File: config.mk
export PLATFORM = sky130hd
export DESIGN_NAME = unidade_controle_multiciclo
export DESIGN_NICKNAME = d
export VERILOG_FILES = /design/src/rtl/unidade_controle_multiciclo_pkg.sv /design/src/rtl/unidade_controle_multiciclo_if.sv /design/src/rtl/unidade_controle_multiciclo_decodificador_saidas.sv /design/src/rtl/unidade_controle_multiciclo.sv
export SDC_FILE = /design/constraint.sdc
export NUM_CORES = 1
export LEC_CHECK = 0
export BUFFER_PORTS_ARGS = -buffer_cell sky130_fd_sc_hd__buf_2
export CAP_MARGIN = 30
export CORE_MARGIN = 3
export CORE_UTILIZATION = 37
export DETAILED_ROUTE_END_ITERATION = 6
export GPL_TIMING_DRIVEN = 0
export PLACE_DENSITY = 0.74
export SLEW_MARGIN = 15
export SYNTH_ARGS = -nofsm -noshare
export SYNTH_HDL_FRONTEND = slang
export SYNTH_HIERARCHICAL = 1
export SYNTH_SLANG_ARGS = --single-unit
File: constraint.sdc
create_clock -name clock -period 1.2 [get_ports clock]
set_input_delay 0.12 -clock clock [delete_from_list [all_inputs] [get_ports clock]]
set_output_delay 0.12 -clock clock [all_outputs]
set_load 0.01 [all_outputs]
File: src/rtl/unidade_controle_multiciclo_pkg.sv
// Shared definitions for the multicycle controller and the datapath: state codes, opcodes and
// mux/ALU select values.
package unidade_controle_multiciclo_pkg;

  typedef enum logic [3:0] {
    StFetch    = 4'd0,
    StDecode   = 4'd1,
    StMemAddr  = 4'd2,
    StMemRead  = 4'd3,
    StMemWb    = 4'd4,
    StMemWrite = 4'd5,
    StRExec    = 4'd6,
    StRWb      = 4'd7,
    StBranch   = 4'd8,
    StJump     = 4'd9,
    StAddiExec = 4'd10,
    StAddiWb   = 4'd11
  } estado_t;

  localparam logic [5:0] OpLw    = 6'b100011;
  localparam logic [5:0] OpSw    = 6'b101011;
  localparam logic [5:0] OpRtype = 6'b000000;
  localparam logic [5:0] OpBeq   = 6'b000100;
  localparam logic [5:0] OpJ     = 6'b000010;
  localparam logic [5:0] OpAddi  = 6'b001000;

  localparam logic [1:0] AluSrcBReg      = 2'b00;
  localparam logic [1:0] AluSrcBFour     = 2'b01;
  localparam logic [1:0] AluSrcBImm      = 2'b10;
  localparam logic [1:0] AluSrcBImmShift = 2'b11;

  localparam logic [1:0] AluOpAdd   = 2'b00;
  localparam logic [1:0] AluOpSub   = 2'b01;
  localparam logic [1:0] AluOpFunct = 2'b10;

  // 2'b11 is a reserved mux input and is never selected.
  localparam logic [1:0] PcSrcAlu    = 2'b00;
  localparam logic [1:0] PcSrcAluOut = 2'b01;
  localparam logic [1:0] PcSrcJump   = 2'b10;

  typedef struct packed {
    logic       pc_write;
    logic       pc_write_cond;
    logic       i_or_d;
    logic       mem_read;
    logic       mem_write;
    logic       ir_write;
    logic       mem_to_reg;
    logic       reg_dst;
    logic       reg_write;
    logic       alu_src_a;
    logic [1:0] alu_src_b;
    logic [1:0] alu_op;
    logic [1:0] pc_source;
  } ctrl_t;

endpackage

File: src/rtl/unidade_controle_multiciclo_if.sv
// Control bus from the multicycle controller (master) to the datapath (slave).
interface unidade_controle_multiciclo_if;

  logic       pc_write;
  logic       pc_write_cond;
  logic       i_or_d;
  logic       mem_read;
  logic       mem_write;
  logic       ir_write;
  logic       mem_to_reg;
  logic       reg_dst;
  logic       reg_write;
  logic       alu_src_a;
  logic [1:0] alu_src_b;
  logic [1:0] alu_op;
  logic [1:0] pc_source;

  modport master (
    output pc_write, pc_write_cond, i_or_d, mem_read, mem_write, ir_write, mem_to_reg,
    output reg_dst, reg_write, alu_src_a, alu_src_b, alu_op, pc_source
  );

  modport slave (
    input pc_write, pc_write_cond, i_or_d, mem_read, mem_write, ir_write, mem_to_reg,
    input reg_dst, reg_write, alu_src_a, alu_src_b, alu_op, pc_source
  );

endinterface

File: src/rtl/unidade_controle_multiciclo_decodificador_saidas.sv
// Moore output decode: maps the current state to every datapath control, purely combinational.
module decodificador_saidas
  import unidade_controle_multiciclo_pkg::*;
(
  input  estado_t                              estado,
  unidade_controle_multiciclo_if.master        ctrl
);

  ctrl_t c;

  always_comb begin
    c = '0;
    case (estado)
      StFetch: begin
        c.mem_read  = 1'b1;
        c.ir_write  = 1'b1;
        c.pc_write  = 1'b1;
        c.alu_src_b = AluSrcBFour;
        c.alu_op    = AluOpAdd;
        c.pc_source = PcSrcAlu;
      end
      // Precompute the branch target while the instruction is decoded.
      StDecode: begin
        c.alu_src_b = AluSrcBImmShift;
        c.alu_op    = AluOpAdd;
      end
      StMemAddr, StAddiExec: begin
        c.alu_src_a = 1'b1;
        c.alu_src_b = AluSrcBImm;
        c.alu_op    = AluOpAdd;
      end
      StMemRead: begin
        c.mem_read = 1'b1;
        c.i_or_d   = 1'b1;
      end
      StMemWb: begin
        c.reg_write  = 1'b1;
        c.mem_to_reg = 1'b1;
      end
      StMemWrite: begin
        c.mem_write = 1'b1;
        c.i_or_d    = 1'b1;
      end
      StRExec: begin
        c.alu_src_a = 1'b1;
        c.alu_src_b = AluSrcBReg;
        c.alu_op    = AluOpFunct;
      end
      StRWb: begin
        c.reg_write = 1'b1;
        c.reg_dst   = 1'b1;
      end
      StBranch: begin
        c.alu_src_a     = 1'b1;
        c.alu_src_b     = AluSrcBReg;
        c.alu_op        = AluOpSub;
        c.pc_write_cond = 1'b1;
        c.pc_source     = PcSrcAluOut;
      end
      StJump: begin
        c.pc_write  = 1'b1;
        c.pc_source = PcSrcJump;
      end
      StAddiWb: begin
        c.reg_write = 1'b1;
      end
      default: c = '0;
    endcase
  end

  assign ctrl.pc_write      = c.pc_write;
  assign ctrl.pc_write_cond = c.pc_write_cond;
  assign ctrl.i_or_d        = c.i_or_d;
  assign ctrl.mem_read      = c.mem_read;
  assign ctrl.mem_write     = c.mem_write;
  assign ctrl.ir_write      = c.ir_write;
  assign ctrl.mem_to_reg    = c.mem_to_reg;
  assign ctrl.reg_dst       = c.reg_dst;
  assign ctrl.reg_write     = c.reg_write;
  assign ctrl.alu_src_a     = c.alu_src_a;
  assign ctrl.alu_src_b     = c.alu_src_b;
  assign ctrl.alu_op        = c.alu_op;
  assign ctrl.pc_source     = c.pc_source;

endmodule

File: src/rtl/unidade_controle_multiciclo.sv
// Multicycle MIPS control unit: state register and next-state logic, with the output decode
// delegated to decodificador_saidas.
module unidade_controle_multiciclo
  import unidade_controle_multiciclo_pkg::*;
(
  input  logic       clock,
  input  logic       reset,
  input  logic [5:0] opcode,
  output logic       pc_write,
  output logic       pc_write_cond,
  output logic       i_or_d,
  output logic       mem_read,
  output logic       mem_write,
  output logic       ir_write,
  output logic       mem_to_reg,
  output logic       reg_dst,
  output logic       reg_write,
  output logic       alu_src_a,
  output logic [1:0] alu_src_b,
  output logic [1:0] alu_op,
  output logic [1:0] pc_source,
  output logic [3:0] estado
);

  estado_t state_q, state_d;

  unidade_controle_multiciclo_if ctrl_bus ();

  always_ff @(posedge clock or posedge reset) begin
    if (reset) begin
      state_q <= StFetch;
    end else begin
      state_q <= state_d;
    end
  end

  // opcode is only looked at in DECODE and MEM_ADDR; illegal codes fall back to FETCH.
  always_comb begin
    state_d = StFetch;
    case (state_q)
      StFetch: state_d = StDecode;
      StDecode: begin
        case (opcode)
          OpLw, OpSw: state_d = StMemAddr;
          OpRtype:    state_d = StRExec;
          OpBeq:      state_d = StBranch;
          OpJ:        state_d = StJump;
          OpAddi:     state_d = StAddiExec;
          default:    state_d = StFetch;
        endcase
      end
      StMemAddr:  state_d = (opcode == OpLw) ? StMemRead : StMemWrite;
      StMemRead:  state_d = StMemWb;
      StRExec:    state_d = StRWb;
      StAddiExec: state_d = StAddiWb;
      default:    state_d = StFetch;
    endcase
  end

  decodificador_saidas u_decodificador_saidas (
    .estado (state_q),
    .ctrl   (ctrl_bus)
  );

  assign pc_write      = ctrl_bus.pc_write;
  assign pc_write_cond = ctrl_bus.pc_write_cond;
  assign i_or_d        = ctrl_bus.i_or_d;
  assign mem_read      = ctrl_bus.mem_read;
  assign mem_write     = ctrl_bus.mem_write;
  assign ir_write      = ctrl_bus.ir_write;
  assign mem_to_reg    = ctrl_bus.mem_to_reg;
  assign reg_dst       = ctrl_bus.reg_dst;
  assign reg_write     = ctrl_bus.reg_write;
  assign alu_src_a     = ctrl_bus.alu_src_a;
  assign alu_src_b     = ctrl_bus.alu_src_b;
  assign alu_op        = ctrl_bus.alu_op;
  assign pc_source     = ctrl_bus.pc_source;
  assign estado        = state_q;

endmodule

; ---- Yosys cells after proc, flatten, opt, wreduce, memory -nomap -nowiden
; Index checks and enable logic that the tools add are counted.
[op_classes]
n_mux = 15
eq_ne = 16
reduce_logical = 9
[op_table]
columns = cell, count
row1 = $pmux W4 S5, 2
row2 = $pmux W4 S6, 1
row3 = $eq A4 B3 Y1 const B, 4
row4 = $eq A4 B4 Y1 const B, 4
row5 = $eq A6 B6 Y1 const B, 2
row6 = $mux W1, 10
row7 = $reduce_or A2 Y1, 5
row8 = $eq A4 B2 Y1 const B, 2
row9 = $eq A6 B2 Y1 const B, 1
row10 = $eq A6 B3 Y1 const B, 1
row11 = $eq A6 B4 Y1 const B, 1
row12 = $logic_not A6 Y1, 1
row13 = $eq A4 B1 Y1 const B, 1
row14 = $logic_not A4 Y1, 1
row15 = $pmux W2 S2, 1
row16 = $reduce_or A4 Y1, 1
row17 = $mux W3, 1
row18 = $reduce_or A3 Y1, 1
[word_totals]
elab_cells = 41
in_bits = 8
regBits = 4

; ---- Logic depth before layout (Yosys ltp)
[depth]
depth_word = 4
ltp_mapped = 4
mapped_depth_nobuf = 3

; ---- Hierarchy
; Netlist, hierarchy kept.
[by_module_without_submodules]
columns = module, area_each_um2, instances, seq_area_each_um2, cells_each
row1 = unidade_controle_multiciclo, 291.5, 1, 100.1, 36
row2 = decodificador_saidas, 191.4, 1, 0.0, 30

; ---- Worst setup path before layout
; No wires, ideal clock.
[synth_timing]
kind = register -> output
start = reg state_q[2], in the netlist estado[2]
end = out pc_source[0]
slack_ps = -297
required_ps = 1080
t_arrival_ps = 1377
stages_incl_launch_ff = 5
n_path_buf = 2
cell_sequence = dfrtp_1 > buf_2 > nand2b_1 > nor3_1 > buf_4
[synth_via]
elab_chain_len = 2
word_cells_on_any_way = 3
[synth_rtl]
columns = element, line
row1 = from (decl), unidade_controle_multiciclo.sv:25  ; estado_t state_q, state_d;
row2 = from (signal assigned), unidade_controle_multiciclo.sv:31  ; state_q <= StFetch;
row3 = from (signal assigned), unidade_controle_multiciclo.sv:33  ; state_q <= state_d;
row4 = $eq A4 B4 Y1, unidade_controle_multiciclo_decodificador_saidas.sv:13  ; case (estado)
row5 = $pmux W2 S2 (*), unidade_controle_multiciclo_decodificador_saidas.sv:13
row6 = to (decl), unidade_controle_multiciclo.sv:21  ; output logic [1:0] pc_source,
; Mark *: on every way between the ends. The rest lies on a longest branch, timed or not.

; ---- Worst setup path after layout
[layout_timing]
start = reg state_q[3], in the netlist estado[3]
end = out pc_write
[layout_via]
elab_chain_len = 3
word_cells_on_any_way = 4
[layout_rtl]
columns = element, line
row1 = $eq A4 B4 Y1 or $logic_not A4 Y1 (tied branches), unidade_controle_multiciclo_decodificador_saidas.sv:13
row2 = $reduce_or A2 Y1 (no line) (*), n/a
row3 = $mux W1 (*), unidade_controle_multiciclo_decodificador_saidas.sv:13
row4 = to (decl), unidade_controle_multiciclo.sv:9  ; output logic pc_write,
; Marks and branches as above.

==> results.md <==
* Status: finished, violations left
* Failing checks: negative setup slack
* Static Leakage at slightly below 0.5 nW
* IO buf count at 27
* Dominant synthesized flop cell: dfrtp_1
* Mapped Cells at 66
* Largest net degree at the start of global routing at 11
* Core ar. at around 1200 µm²
* # diodes at 0
* R2R Path End: estado[1]$_DFF_PP0_
* H-tree depth at 1
* Layout cell share with drive strength beyond 1 at 0.681
* CTS tree: done
* Final HPWL DP at 918 µm
* DRT Pass-1 Iters at 4
* CP max FO at 6
* Hold Path Stages at 4
* YS warnings at 6
* 1st-iter DRT viols at 7
* Final Hold Viols at 0
* Max FFs per register at 4
* Initial Utilization at 0.412
* Final setup fails at 20
* Initial antenna violation count at 0
* Asr flop ratio synth at 1.00
* Hold Path End: estado[2]$_DFF_PP0_
* WL final at slightly above 2 mm
* Slew Limit Fails at 0
* WL/cell at approximately 16 µm
* Peak Freq at ~0.64 GHz
* Critical path class: reg -> out
* Final period utilization at 1.31
* Grt ovf at 0
* Final ANT Viol Nets at 0
* Slew Limit Headroom at 0.827
* Power density cells at 1270 nW/µm²
* Synthesized area at 483 µm²
* Clock transition at path regs at about 0.04 ns
* Nets at around 130
* Die H at around 42 µm
* Post-synth EDFFs at 0
* Fin crit period at roughly 1.6 ns
* Unique masters post-synth at 29
* Die ar. at 1770 µm²
* R2R depth at 3
* Num CTS Buffers at 3
* Routability congestion estimate at around 0.78
* R2R setup slack at -0.14 ns
* IO Count at 28
* Total power at between 1 and 1.5 mW
* Number of global-route vias before repair at between 600 and 700
* Clk sinks at 4
* Critical Path Source Type: flop
* First-pass GRT wire length at 2.93 mm
* Vias at roughly 730
* CTS root buf: clkbuf_4
* DP Area at a little under 700 µm²
* Die width at about 42 µm
* RSZ-0062 raised after global routing: yes
* Row count at 12
* Area growth, synth to finish at 111%
* Max Cap Violations at 0
* Hold Crit Start: opcode[3]
* CP arrival at 1.45 ns
* Yosys reg bits at 4
* Skew final at roughly 0.012 ns
* R2r startpoint: estado[0]$_DFF_PP0_
* Final worst slack at -0.373 ns
* Worst vdd ir at approximately 1300 µV
* Hold Path Class: in -> reg
* Bufs on Longest Clock Path at 2
* Worst path required time at about 1.1 ns
* Mapped Avg Cell Area at 7.32 µm²
* Share of synthesized area occupied by flip-flops and latches at 0.207
* Clk_lat worst skew at about 0.25 ns
* Design area at 1020 µm²
* Synthesized Nets at between 70 and 80
* # DRC at 0
* # fillers at between 50 and 60
* Total GRT Usage at 0.208
* Worst-Margin Slew at ~0.26 ns
* CP endpoint kind: primary output
* Via-per-instance ratio at 5.50
where the power goes:
group | switching (mW) | internal [mW]
combinational | 0.448 | 0.448
clock | 0.0752 | 0.126
sequential | 0.0348 | 0.162
layout by cell type, fill, tap and decap left out, types with 2 or more instances in the layout:
cell,instances
nor3_2,2
nor3_1,3
nor3_4,2
buf_4,14
dfrtp_2,4
a21oi_2,2
nor2_1,5
nor3b_2,2
inv_1,2
buf_2,27
nand2b_4,3
nand2_1,6
nand2b_1,2
nand3_1,2
clkbuf_4,3
o22ai_1,3
xor2_1,2
buf_6,12
nand3b_1,2
cells in the mapped netlist (3+ instances only):
cell,instances,area (µm²)
xor2_1,3,26.3
a21oi_1,3,15.0
nand2b_1,5,31.3
nor2_1,6,22.5
dfrtp_1,4,100
nand2_1,6,22.5
o22ai_1,3,18.8
nor3_1,7,35.0
worst max-delay path by stage:
stage               slack (ns)           startpoint                   to
floorplan                -0.10  estado[0]$_DFF_PP0_  estado[1]$_DFF_PP0_
global placement         -0.18            opcode[3]  estado[1]$_DFF_PP0_
detailed placement       -0.18            opcode[3]  estado[1]$_DFF_PP0_
CTS                      -0.29  estado[3]$_DFF_PP0_         alu_src_b[1]
global route             -0.43  estado[3]$_DFF_PP0_             pc_write
finish                   -0.37  estado[3]$_DFF_PP0_             pc_write
per-layer routing:
metal / global-route usage / vias to the layer above / part of all wire
li1: - / 345 / -
met1: 0.251 / 331 / 0.37
met2: 0.373 / 44 / 0.50
met3: 0.0472 / 12 / 0.074
met4: 0.0435 / 0 / 0.060
met5: 0 / - / 0
stage by stage:
step	cells	setup TNS [ns]	util	hold slack [ns]	worst slack (ns)
global placement	107	-0.989	0.587	-0.00429	-0.177
floorplan	66	-0.366	-	-0.114	-0.100
detailed placement	107	-1.06	0.587	0.00178	-0.176
finish	133	-4.08	0.872	0.232	-0.373
global route	133	-5.26	0.872	0.233	-0.427
CTS	128	-3.09	0.783	0.209	-0.287
cells by family (layout without fill, tap and decap cells):
group | after synthesis | in the layout | share of synthesized area
simple gates | 39 | 39 | 0.474
flops | 4 | 4 | 0.207
compound gates | 10 | 10 | 0.130
xor+xnor | 5 | 5 | 0.0907
buf+inv | 8 | 61 | 0.0984
layout make-up:
class | count | area (µm²) | area share
clock buffers | 4 | 26.3 | 0.0257
flip-flops and latches | 4 | 105 | 0.103
plain buffers | 6 | 60.1 | 0.0588
multi-input cells | 54 | 459 | 0.450
well taps | 14 | 17.5 | 0.0172
inverters | 2 | 7.51 | 0.00735
repair buffers | 49 | 345 | 0.338
worst max-delay path: stages (launching register included):
cell     delay (ns)
dfrtp_2        0.41
buf_6          0.13
buf_6          0.13
xor2_1         0.16
nor3_1         0.20
buf_2          0.19
what timing repair did:
item | in CTS | in global routing
pin swaps | 10 | 4
buffers inserted | 15 | 6
hold endpoints to repair | 4 | 0
gates cloned | 1 | 0
endpoints found under the setup margin | 20 | 20
hold buffers | 1 | 0
resized for setup | 17 | 12
Power figures use the tool's default switching activity.
